[src/rtl/shift_register_seq.sv]
// Sequenced multi-mode shift register: each accepted command shifts or rotates
// the register by a programmable count, one position per clock, with start/busy/done handshaking.
module shift_register_seq #(
    parameter int N     = 8,
    parameter int CNT_W = $clog2(N) + 1
) (
    input  logic             clk,
    input  logic             reset,
    input  logic             start,
    input  logic [2:0]       mode,
    input  logic [CNT_W-1:0] amount,
    input  logic [N-1:0]     data,
    input  logic             sin,
    output logic [N-1:0]     q_reg,
    output logic             sout,
    output logic             busy,
    output logic             done
);
    localparam logic [2:0] M_HOLD  = 3'b000;
    localparam logic [2:0] M_SHL   = 3'b001;
    localparam logic [2:0] M_SHR   = 3'b010;
    localparam logic [2:0] M_LOAD  = 3'b011;
    localparam logic [2:0] M_ROL   = 3'b100;
    localparam logic [2:0] M_ROR   = 3'b101;
    localparam logic [2:0] M_SAR   = 3'b110;
    localparam logic [2:0] M_CLEAR = 3'b111;

    localparam logic [CNT_W-1:0] CNT_ZERO = '0;
    localparam logic [CNT_W-1:0] CNT_ONE  = CNT_W'(1);

    typedef enum logic {IDLE, SHIFT} state_t;

    state_t           state_reg, state_next;
    logic [2:0]       mode_reg, mode_next;
    logic [CNT_W-1:0] cnt_reg, cnt_next;
    logic [N-1:0]     q_next;
    logic             sout_next, busy_next, done_next;

    logic [2:0]       step_mode;
    logic             is_shift;
    logic [N-1:0]     shifted;
    logic             shifted_out;

    // The acceptance edge already applies the first position, so the shifter
    // follows the live mode in IDLE and the captured mode in SHIFT.
    assign step_mode = (state_reg == IDLE) ? mode : mode_reg;
    assign is_shift  = (mode == M_SHL) || (mode == M_SHR) || (mode == M_ROL) ||
                       (mode == M_ROR) || (mode == M_SAR);

    always_comb begin
        shifted     = q_reg;
        shifted_out = sout;
        case (step_mode)
            M_SHL: begin shifted = {q_reg[N-2:0], sin};        shifted_out = q_reg[N-1]; end
            M_SHR: begin shifted = {sin, q_reg[N-1:1]};        shifted_out = q_reg[0];   end
            M_ROL: begin shifted = {q_reg[N-2:0], q_reg[N-1]}; shifted_out = q_reg[N-1]; end
            M_ROR: begin shifted = {q_reg[0], q_reg[N-1:1]};   shifted_out = q_reg[0];   end
            M_SAR: begin shifted = {q_reg[N-1], q_reg[N-1:1]}; shifted_out = q_reg[0];   end
            default: ;
        endcase
    end

    always_ff @(posedge clk) begin
        if (reset) begin
            state_reg <= IDLE;
            mode_reg  <= M_HOLD;
            cnt_reg   <= CNT_ZERO;
            q_reg     <= '0;
            sout      <= 1'b0;
            busy      <= 1'b0;
            done      <= 1'b0;
        end else begin
            state_reg <= state_next;
            mode_reg  <= mode_next;
            cnt_reg   <= cnt_next;
            q_reg     <= q_next;
            sout      <= sout_next;
            busy      <= busy_next;
            done      <= done_next;
        end
    end

    always_comb begin
        state_next = state_reg;
        case (state_reg)
            IDLE:    if (start && is_shift && (amount > CNT_ONE)) state_next = SHIFT;
            SHIFT:   if (cnt_reg == CNT_ONE) state_next = IDLE;
            default: state_next = IDLE;
        endcase
    end

    always_comb begin
        q_next    = q_reg;
        sout_next = sout;
        cnt_next  = cnt_reg;
        mode_next = mode_reg;
        done_next = 1'b0;
        if (state_reg == IDLE) begin
            if (start) begin
                mode_next = mode;
                if (is_shift && (amount != CNT_ZERO)) begin
                    q_next    = shifted;
                    sout_next = shifted_out;
                    cnt_next  = amount - CNT_ONE;
                    done_next = (amount == CNT_ONE);
                end else begin
                    done_next = 1'b1;
                    if (mode == M_LOAD)  q_next = data;
                    if (mode == M_CLEAR) q_next = '0;
                end
            end
        end else begin
            q_next    = shifted;
            sout_next = shifted_out;
            cnt_next  = cnt_reg - CNT_ONE;
            done_next = (cnt_reg == CNT_ONE);
        end
        busy_next = (state_next == SHIFT);
    end
endmodule

[config.mk]
export PLATFORM = sky130hd
export DESIGN_NAME = shift_register_seq
export DESIGN_NICKNAME = d
export VERILOG_FILES = /design/src/rtl/shift_register_seq.sv
export SDC_FILE = /design/constraint.sdc
export NUM_CORES = 1
export LEC_CHECK = 0
export ABC_CLOCK_PERIOD_IN_PS = 2690
export BUFFER_PORTS_ARGS = -buffer_cell sky130_fd_sc_hd__buf_4
export CAP_MARGIN = 20
export CORE_MARGIN = 3
export CORE_UTILIZATION = 35
export CTS_CLUSTER_DIAMETER = 50
export DETAILED_ROUTE_END_ITERATION = 10
export GPL_TIMING_DRIVEN = 1
export PLACE_DENSITY = 0.62
export SLEW_MARGIN = 25
export SYNTH_ARGS = -nofsm -noshare
export SYNTH_HDL_FRONTEND = slang
export SYNTH_SLANG_ARGS = --single-unit
[constraint.sdc]
create_clock -name clk -period 2.69 [get_ports clk]
set_input_delay 0.538 -clock clk [delete_from_list [all_inputs] [get_ports clk]]
set_output_delay 0.538 -clock clk [all_outputs]
set_load 0.01 [all_outputs]
==> results.cfg, run 1 <==
[outcome]
status = completed

[synthesis]
avgSynthCellArea_um2 = 8.16
synth_adder_area_share_pct = 4.56
synthArstFlopShare_pct = 0
synth_edf_count = 0
synthDominantCellAreaShare_pct = 26.3
synth_ff_type = dfxtp_1
synth-seq-area-share_pct = 26.3
muxShareOfSynthArea_pct = 6.66
synth_seq_cells = 18
yosys.area.top_type = dfxtp_1
syn_inst = 168
synth_compound_area_share_pct = 31.8
yosysWarnings = 0
synth_top_family_by_area = compound AO/OA/AOI/OAI gates
synth_area_leaders = dfxtp_1 (26%), a21oi_1 (5.8%), nand2_1 (4.9%)
syn-num-nets = 192
synthesis.area_um2 = 1370
ys_types = 48
synth_simple_gate_area_share_pct = 21.4
synth_xor_area_share_pct = 3.19
yosys-top-cells-count = dfxtp_1 (18), nand2_1 (18), a21oi_1 (16)

[critical_path]
critPathLaunch = amount[0]
regToRegSetupSlack_ps = 480
path_buf_inv = 2
arrival_ps = 2400
crit_path_end_kind = flop
critPathMaxFanout = 5
cp_top_family = simple AND/OR/NAND/NOR gates
cp_cell_sequence = buf_4 > inv_1 > ha_1 > or4b_2 > a41oi_2 > or4_1 > o21ai_0 > a32o_1
r2r_start = state_reg
slowest_delay_ps = 620
start_kind = input port
required_ps = 2840
critPathKind = in2reg
critPathSlowestCell = or4b_2

[die]
die_area_um2 = 4710
io_pins = 30
core_area_um2 = 3720
fp.dieW_um = 68.6
initial_core_util_pct = 36.9
die_h_um = 68.6
row_count = 22

[clock_tree]
clk_pin_slew_ps = 80
cts_max_path_buffers = 2
cts-hold-fix-buffers = 0
cts_resized = 0
worstSkewPairLatency_ps = 260
cts.sinks = 18
clockRootBuffer = clkbuf_8
cts_tree = done
h-tree-depth = 1
tritoncts.num_buffers = 3
post_cts_buffers = 0

[timing]
tightest_slew_ps = 501
maxSlewHeadroom_pct = 66.5
tns_ps = 0
fin_crit_sh_pct = 83.6
fmax_ghz = 0.445
slew_violations = 0
setup_viol = 0
min_period_ps = 2250
finalHoldViolCount = 0
clock-skew-final_ps = 4.60
fin_ws_ps = 441
rsz0062_at_grt = false

[drt]
drc_errors = 0
via_per_inst = 5.75
wl_per_cell_um = 15.6
ant_nets = 0
dr.first_iter.drc_count = 75
wirelength_mm = 3.78
drtPass1Iterations = 4
vias = 1391

[grt]
first_global_vias = 1325
track_usage_pct = 17.1
grt_pass1_wl_mm = 6.08
antenna_found_initial = 0
overflow = 0
grt_start_max_net_pins = 21

[placed_design]
io_buffers = 29
hpwlAfterDp_mm = 2.80
place.gp.congestion = 0.865
dp_cells = 238
preCtsSetupSlack_ps = 194

[layout]
largest_register_ffs = 8
drive_gt1_share_pct = 24.7
fill_cells = 381
nNetsFinal = 219
antenna_cells = 0
area_growth_pct = 22.5
final_cells = 242

[pwr]
vdd_ir_drop_max_mv = 0.196
leakage_nw = 0.689
powerDensity_nw_per_um2 = 513

[flow_run]
maxCapViolations = 0

[min_path]
hold_class = reg2reg
min-delay-start = mode_reg[1]
==> power by group <==
part / switching (mW) / internal [mW]
clock: 0.0999 / 0.130
sequential: 0.0331 / 0.296
combinational: 0.157 / 0.147
==> metal layers <==
layer	part of all wire, %	vias to the layer above	track usage (%)
li1	-	689	-
met1	45	661	22.5
met2	49	37	26.8
met3	5.0	4	3.57
met4	0.95	0	7.20
met5	0	-	0
==> worst min-delay path: stages (launching register included) <==
cell and delay (ps):
dfxtp_1 350, mux2i_1 80, nor2_1 70
==> logic make-up after synthesis <==
| group | Yosys count |
|---|---|
| compound gates | 56 |
| buf+inv | 19 |
| xor+xnor | 5 |
| mux | 7 |
| flops | 18 |
| fa+ha+maj | 5 |
| simple gates | 58 |
==> placed cells by master (no fill, tap or decap), drive strengths merged, types with 3 or more instances in the layout <==
master and n:
clkbuf 4, or3 3, nor3 4, nor2 14, xnor2 3, nand2 18
mux2i 6, a221o 6, a21oi 16, inv 8, a32oi 4, ha 5
a32o 5, buf 33, o21ai 7, nand3 3, dfxtp 18, nand2b 4
==> through the flow <==
| step | hold slack [ps] | utilization [%] | instance area (um2) | power, mW |
|---|---|---|---|---|
| floorplan | 474 | - | 1370 | 0.529 |
| global placement | 508 | 43.7 | 1630 | 0.627 |
| detailed placement | 522 | 43.7 | 1630 | 0.634 |
| finish | 535 | 45.2 | 1680 | 0.863 |
| CTS | 538 | 45.2 | 1680 | 0.863 |
| global route | 559 | 45.2 | 1680 | 0.918 |
==> final cells by class <==
type                            count  area (um2)  share of cell area (%)
Multi-Input combinational cell    131         927                    55.2
Sequential cell                    18         360                    21.4
Timing Repair Buffer               33         248                    14.7
Tap cell                           48        60.1                    3.57
Clock buffer                        4        55.1                    3.28
Inverter                            8        30.0                    1.79
==> path summary, 6_finish.rpt <==
kind | to | depth (start not counted)
worst max-delay path | q_reg[5] | 8
worst min-delay path | mode_reg[1] | 2
worst max register to register | q_reg[5] | 5
worst min register to register | mode_reg[1] | 2
Power figures use the tool's default switching activity.
==> run 2, diff against run 1 <==
- ABC_AREA: not set -> 1
- ABC_CLOCK_PERIOD_IN_PS: 2690 -> 1900
- PLACE_DENSITY: 0.62 -> 0.64
- clock period: 2.69 -> 1.9 ns (I/O delays scaled with it)
==> run 2 against run 1 <==
  * First-iteration DRC count increased by 4.0%
  * Final cell count increased by 19%
  * Sequential power increased by 39%
==> results.cfg, run 2 <==
[outcome]
status = completed

[synthesis]
synthesis.area_um2 = 1330
synthArstFlopShare_pct = 0
synthDominantCellAreaShare_pct = 27.2
ys_types = 29
synth_seq_cells = 18
synth_edf_count = 0
synth_ff_type = dfxtp_1
yosys.area.top_type = dfxtp_1
syn_inst = 212
yosysWarnings = 0
avgSynthCellArea_um2 = 6.25
synth_area_leaders = dfxtp_1 (27%), nand2_1 (15%), a21oi_1 (8.3%)
synth.most_common_cell = nand2_1
syn-num-nets = 236
synth-seq-area-share_pct = 27.2
yosys-top-cells-count = nand2_1 (52), inv_1 (24), a21oi_1 (22)

[flow_run]
maxCapViolations = 0

[pwr]
leakage_nw = 0.763
powerDensity_nw_per_um2 = 701
vdd_ir_drop_max_mv = 0.380

[layout]
layout_common_cells = nand2_1 (52), buf_4 (31), inv_1 (24), a21oi_1 (22), nor2_1 (20)
fill_cells = 395
largest_register_ffs = 8
nNetsFinal = 267
antenna_cells = 0
drive_gt1_share_pct = 20.7
area_growth_pct = 22.6
post-route-util_pct = 46.5
final_common_cell = nand2_1

[drt]
dr.first_iter.drc_count = 78
vias = 1398
drtPass1Iterations = 4
ant_nets = 0
drc_errors = 0
wirelength_mm = 3.36
via_per_inst = 4.87
wl_per_cell_um = 11.7

[timing]
setup_viol = 0
slew_violations = 0
fin_hold_ws_ps = 415
tns_ps = 0
rsz0062_at_grt = false
fmax_ghz = 0.614
tightest_slew_ps = 364
clock-skew-final_ps = 0.692
fin_crit_sh_pct = 85.7
maxSlewHeadroom_pct = 75.7
finalHoldViolCount = 0
min_period_ps = 1630

[die]
row_count = 21
io_pins = 30
core_area_um2 = 3490
die_area_um2 = 4560
die_h_um = 67.5
initial_core_util_pct = 37.9
fp.dieW_um = 67.5

[critical_path]
path_buf_inv = 2
cpMostUsedCell = nand2_1
critPathMaxFanout = 11
critPathKind = reg2reg
cp_cell_sequence = buf_4 > nand2_1 > nand2_2 > clkinv_1 > nand3_1 > nand2_2 > nand2_1 > nand2_1 > o21ai_1 > a21oi_1
arrival_ps = 1770
start_kind = flop
cp_top_family = simple AND/OR/NAND/NOR gates
critPathSlowestCell = dfxtp_1
slowest_delay_ps = 420
crit_path_end_kind = flop
required_ps = 2050

[grt]
met1_usage_pct = 23.2
antenna_found_initial = 0
grt_pass1_wl_mm = 5.73
grt-busiest-layer = met2
first_global_vias = 1301
grt_use_met3_pct = 2.66
gr-usage-met2_pct = 24.2
overflow = 0
track_usage_pct = 16.4
grt_start_max_net_pins = 16

[placed_design]
place.gp.congestion = 0.872
io_buffers = 29
hpwlAfterDp_mm = 2.56

[clock_tree]
post_cts_buffers = 0
clockRootBuffer = clkbuf_8
cts_max_path_buffers = 2
tritoncts.num_buffers = 3
cts-hold-fix-buffers = 0
cts.sinks = 18
worstSkewPairLatency_ps = 250
clk_pin_slew_ps = 70
cts_resized = 0
cts_tree = done
h-tree-depth = 1

[min_path]
hold_class = in2reg
==> run 2: cell count changes in the layout (fill, tap and decap cells not counted), moves of 5 or more <==
| cell | delta |
|---|---|
| a21oi_1 | +6 |
| nand3_1 | +6 |
| nor2_1 | +6 |
| o21ai_0 | +7 |
| a221o_1 | -6 |
| o21ai_1 | +8 |
| nand2_1 | +34 |
| nand2_2 | +11 |
| inv_1 | +16 |
| a32o_1 | -5 |
==> run 2: worst paths after layout <==
path                                  start           to  slack (ps)  cells past startpoint
worst max-delay path              state_reg     q_reg[6]         270                     10
worst min-delay path                mode[2]  mode_reg[2]         410                      3
worst max register to register    state_reg     q_reg[6]         270                     10
worst min register to register  mode_reg[0]  mode_reg[0]         470                      2
==> run 2: cell type report <==
| class | count | area (um2) | share of cell area [%] |
|---|---|---|---|
| multi-input cells | 162 | 831 | 51.2 |
| flip-flops and latches | 18 | 360 | 22.2 |
| repair buffers | 31 | 233 | 14.3 |
| inverters | 27 | 101 | 6.24 |
| well taps | 46 | 57.6 | 3.54 |
| clock buffers | 3 | 41.3 | 2.54 |
==> run 2: through the flow <==
step	power, mW	setup slack [ps]	instances	cell area, um2
floorplan	0.742	449	212	1330
global placement	0.876	253	284	1580
detailed placement	0.876	205	284	1580
CTS	1.15	283	287	1620
global route	1.23	87.8	287	1620
finish	1.14	273	287	1620
==> run 2: where the power goes <==
group          switching (mW)  internal, mW  total, mW
registers              0.0393         0.418      0.457
logic                   0.242         0.167      0.410
clock network           0.130         0.141      0.271
total                   0.411         0.727       1.14
==> run 2: logic make-up (layout without fill, tap and decap cells) <==
group / after synthesis / after routing / share of synthesized area, %
compound gates: 51 / 51 / 20.5
xor+xnor: 4 / 4 / 2.64
fa+ha+maj: 5 / 5 / 4.72
buf+inv: 32 / 61 / 10.1
flops: 18 / 18 / 27.2
simple gates: 102 / 102 / 34.8
==> run 2: worst min-delay path: stages <==
cell and delay, ps:
buf_4 120, inv_1 60, a21oi_1 60
==> run 2: metal layers <==
metal / up-vias / part of all wire (%)
li1: 748 / -
met1: 622 / 51
met2: 23 / 43
met3: 5 / 3.9
met4: 0 / 1.6
met5: - / 0
==> run 3, diff against run 2 <==
- CELL_PAD_IN_SITES_DETAIL_PLACEMENT: not set -> 0
- CELL_PAD_IN_SITES_GLOBAL_PLACEMENT: not set -> 1
- CORE_UTILIZATION: 35 -> 33
- PLACE_DENSITY: 0.64 -> 0.81
==> run 3 against run 2 <==
  * Maximum frequency is 2.8% lower
  * Final cell count is 0.70% higher
  * Clock power is 3% higher
  * Sequential share of layout area hardly changed
  * First-iteration DRC count is 28% higher
  * Clock-buffer cell count stayed put
  * Via count is 3.4% lower
  * Cell area is 0.15% higher
==> results.cfg, run 3 (synthesis gave the netlist of run 2 again) <==
[layout]
drive_gt1_share_pct = 20.7
post-route-util_pct = 43.1
area_growth_pct = 22.8
antenna_cells = 0
nNetsFinal = 267
largest_register_ffs = 8
final_cells = 289
fill_cells = 427
layout_common_cells = nand2_1 (52), buf_4 (31), inv_1 (24), a21oi_1 (22), nor2_1 (20)
final_common_cell = nand2_1

[die]
die_h_um = 69.4
initial_core_util_pct = 35.1
io_pins = 30
core_area_um2 = 3770
fp.dieW_um = 69.4
row_count = 22
die_area_um2 = 4810

[placed_design]
hpwlAfterDp_mm = 2.53
dp_cells = 286
place.gp.congestion = 0.785
io_buffers = 29

[clock_tree]
clockRootBuffer = clkbuf_8
post_cts_buffers = 0
cts_resized = 0
cts_max_path_buffers = 2
clk_pin_slew_ps = 70
h-tree-depth = 1
worstSkewPairLatency_ps = 260
cts_tree = done
cts-hold-fix-buffers = 0
cts.sinks = 18
tritoncts.num_buffers = 3

[critical_path]
required_ps = 2060
regToRegSetupSlack_ps = 230
critPathMaxFanout = 11
crit_path_end_kind = flop
start_kind = flop
critPathKind = reg2reg
arrival_ps = 1830

[pwr]
leakage_nw = 0.763
powerDensity_nw_per_um2 = 703
switching_share_pct = 36.5
seq_power_share_pct = 40.1
power.share.combinational_pct = 35.4
internal_power_mw = 0.726
vdd_ir_drop_max_mv = 0.324
p_sw_mw = 0.417
p_clk_share_pct = 24.5

[drt]
via_per_inst = 4.67
dr.first_iter.drc_count = 100
vias = 1351
drc_errors = 0
wirelength_mm = 3.33
wl_per_cell_um = 11.5
ant_nets = 0
drtPass1Iterations = 4

[timing]
setup_viol = 0
tightest_slew_ps = 339
finalHoldViolCount = 0
maxSlewHeadroom_pct = 77.3
clock-skew-final_ps = 2.07
tns_ps = 0
min_period_ps = 1670
rsz0062_at_grt = false
slew_violations = 0
fmax_ghz = 0.597
fin_crit_sh_pct = 88.2

[grt]
antenna_found_initial = 0
track_usage_pct = 14.3
grt_pass1_wl_mm = 5.80
overflow = 0
grt_start_max_net_pins = 16
first_global_vias = 1270

[min_path]
hold_class = in2reg

[flow_run]
maxCapViolations = 0

[outcome]
status = completed
==> run 3: stage by stage <==
step	total power, mW	cell area [um2]	hold slack [ps]	setup WS, ps
2_1_floorplan	0.742	1330	443	449
3_3_place_gp	0.876	1590	465	212
3_5_place_dp	0.875	1590	463	158
4_1_cts	1.16	1630	407	218
5_1_grt	1.23	1630	424	69.9
6_report	1.14	1630	406	225
==> run 3: per-layer routing <==
layer / wire, um / GRT usage, % / share of wire (%) / up-vias
met5: 0 / 0 / 0 / -
met4: 39 / 3.90 / 1.2 / 0
met3: 115 / 2.75 / 3.5 / 5
met2: 1450 / 22.6 / 43 / 22
met1: 1730 / 19.7 / 52 / 577
li1: - / - / - / 747
==> run 3: critical path, cell delays in order (launching register included) <==
cell     delay (ps)
dfxtp_1         480
inv_2           170
nand2_1         100
nand2_1         140
nand3_1         160
nand2_2         150
nand2_1          90
o21ai_1          90
o21ai_1         140
nor2_1           50
==> run 3: power by group through the flow <==
stage | Sequential, mW | Clock [mW] | Combinational [mW]
2_1_floorplan | 0.469 | 0 | 0.274
3_3_place_gp | 0.468 | 0 | 0.408
3_5_place_dp | 0.467 | 0 | 0.408
4_1_cts | 0.459 | 0.288 | 0.410
5_1_grt | 0.467 | 0.302 | 0.463
6_report | 0.459 | 0.280 | 0.405
==> run 3: cell type report <==
cell class,instances,area [um2],area share [%]
multi-input cells,162,831,51.1
clock buffers,3,41.3,2.54
well taps,48,60.1,3.69
flip-flops and latches,18,360,22.2
inverters,27,101,6.23
repair buffers,31,233,14.3
==> run 3: worst paths after layout <==
check / cells after the start / from / endpoint
max: 9 / state_reg / sout
min: 2 / reset / q_reg[2]
max reg2reg: 9 / state_reg / sout
min reg2reg: 2 / mode_reg[1] / mode_reg[1]
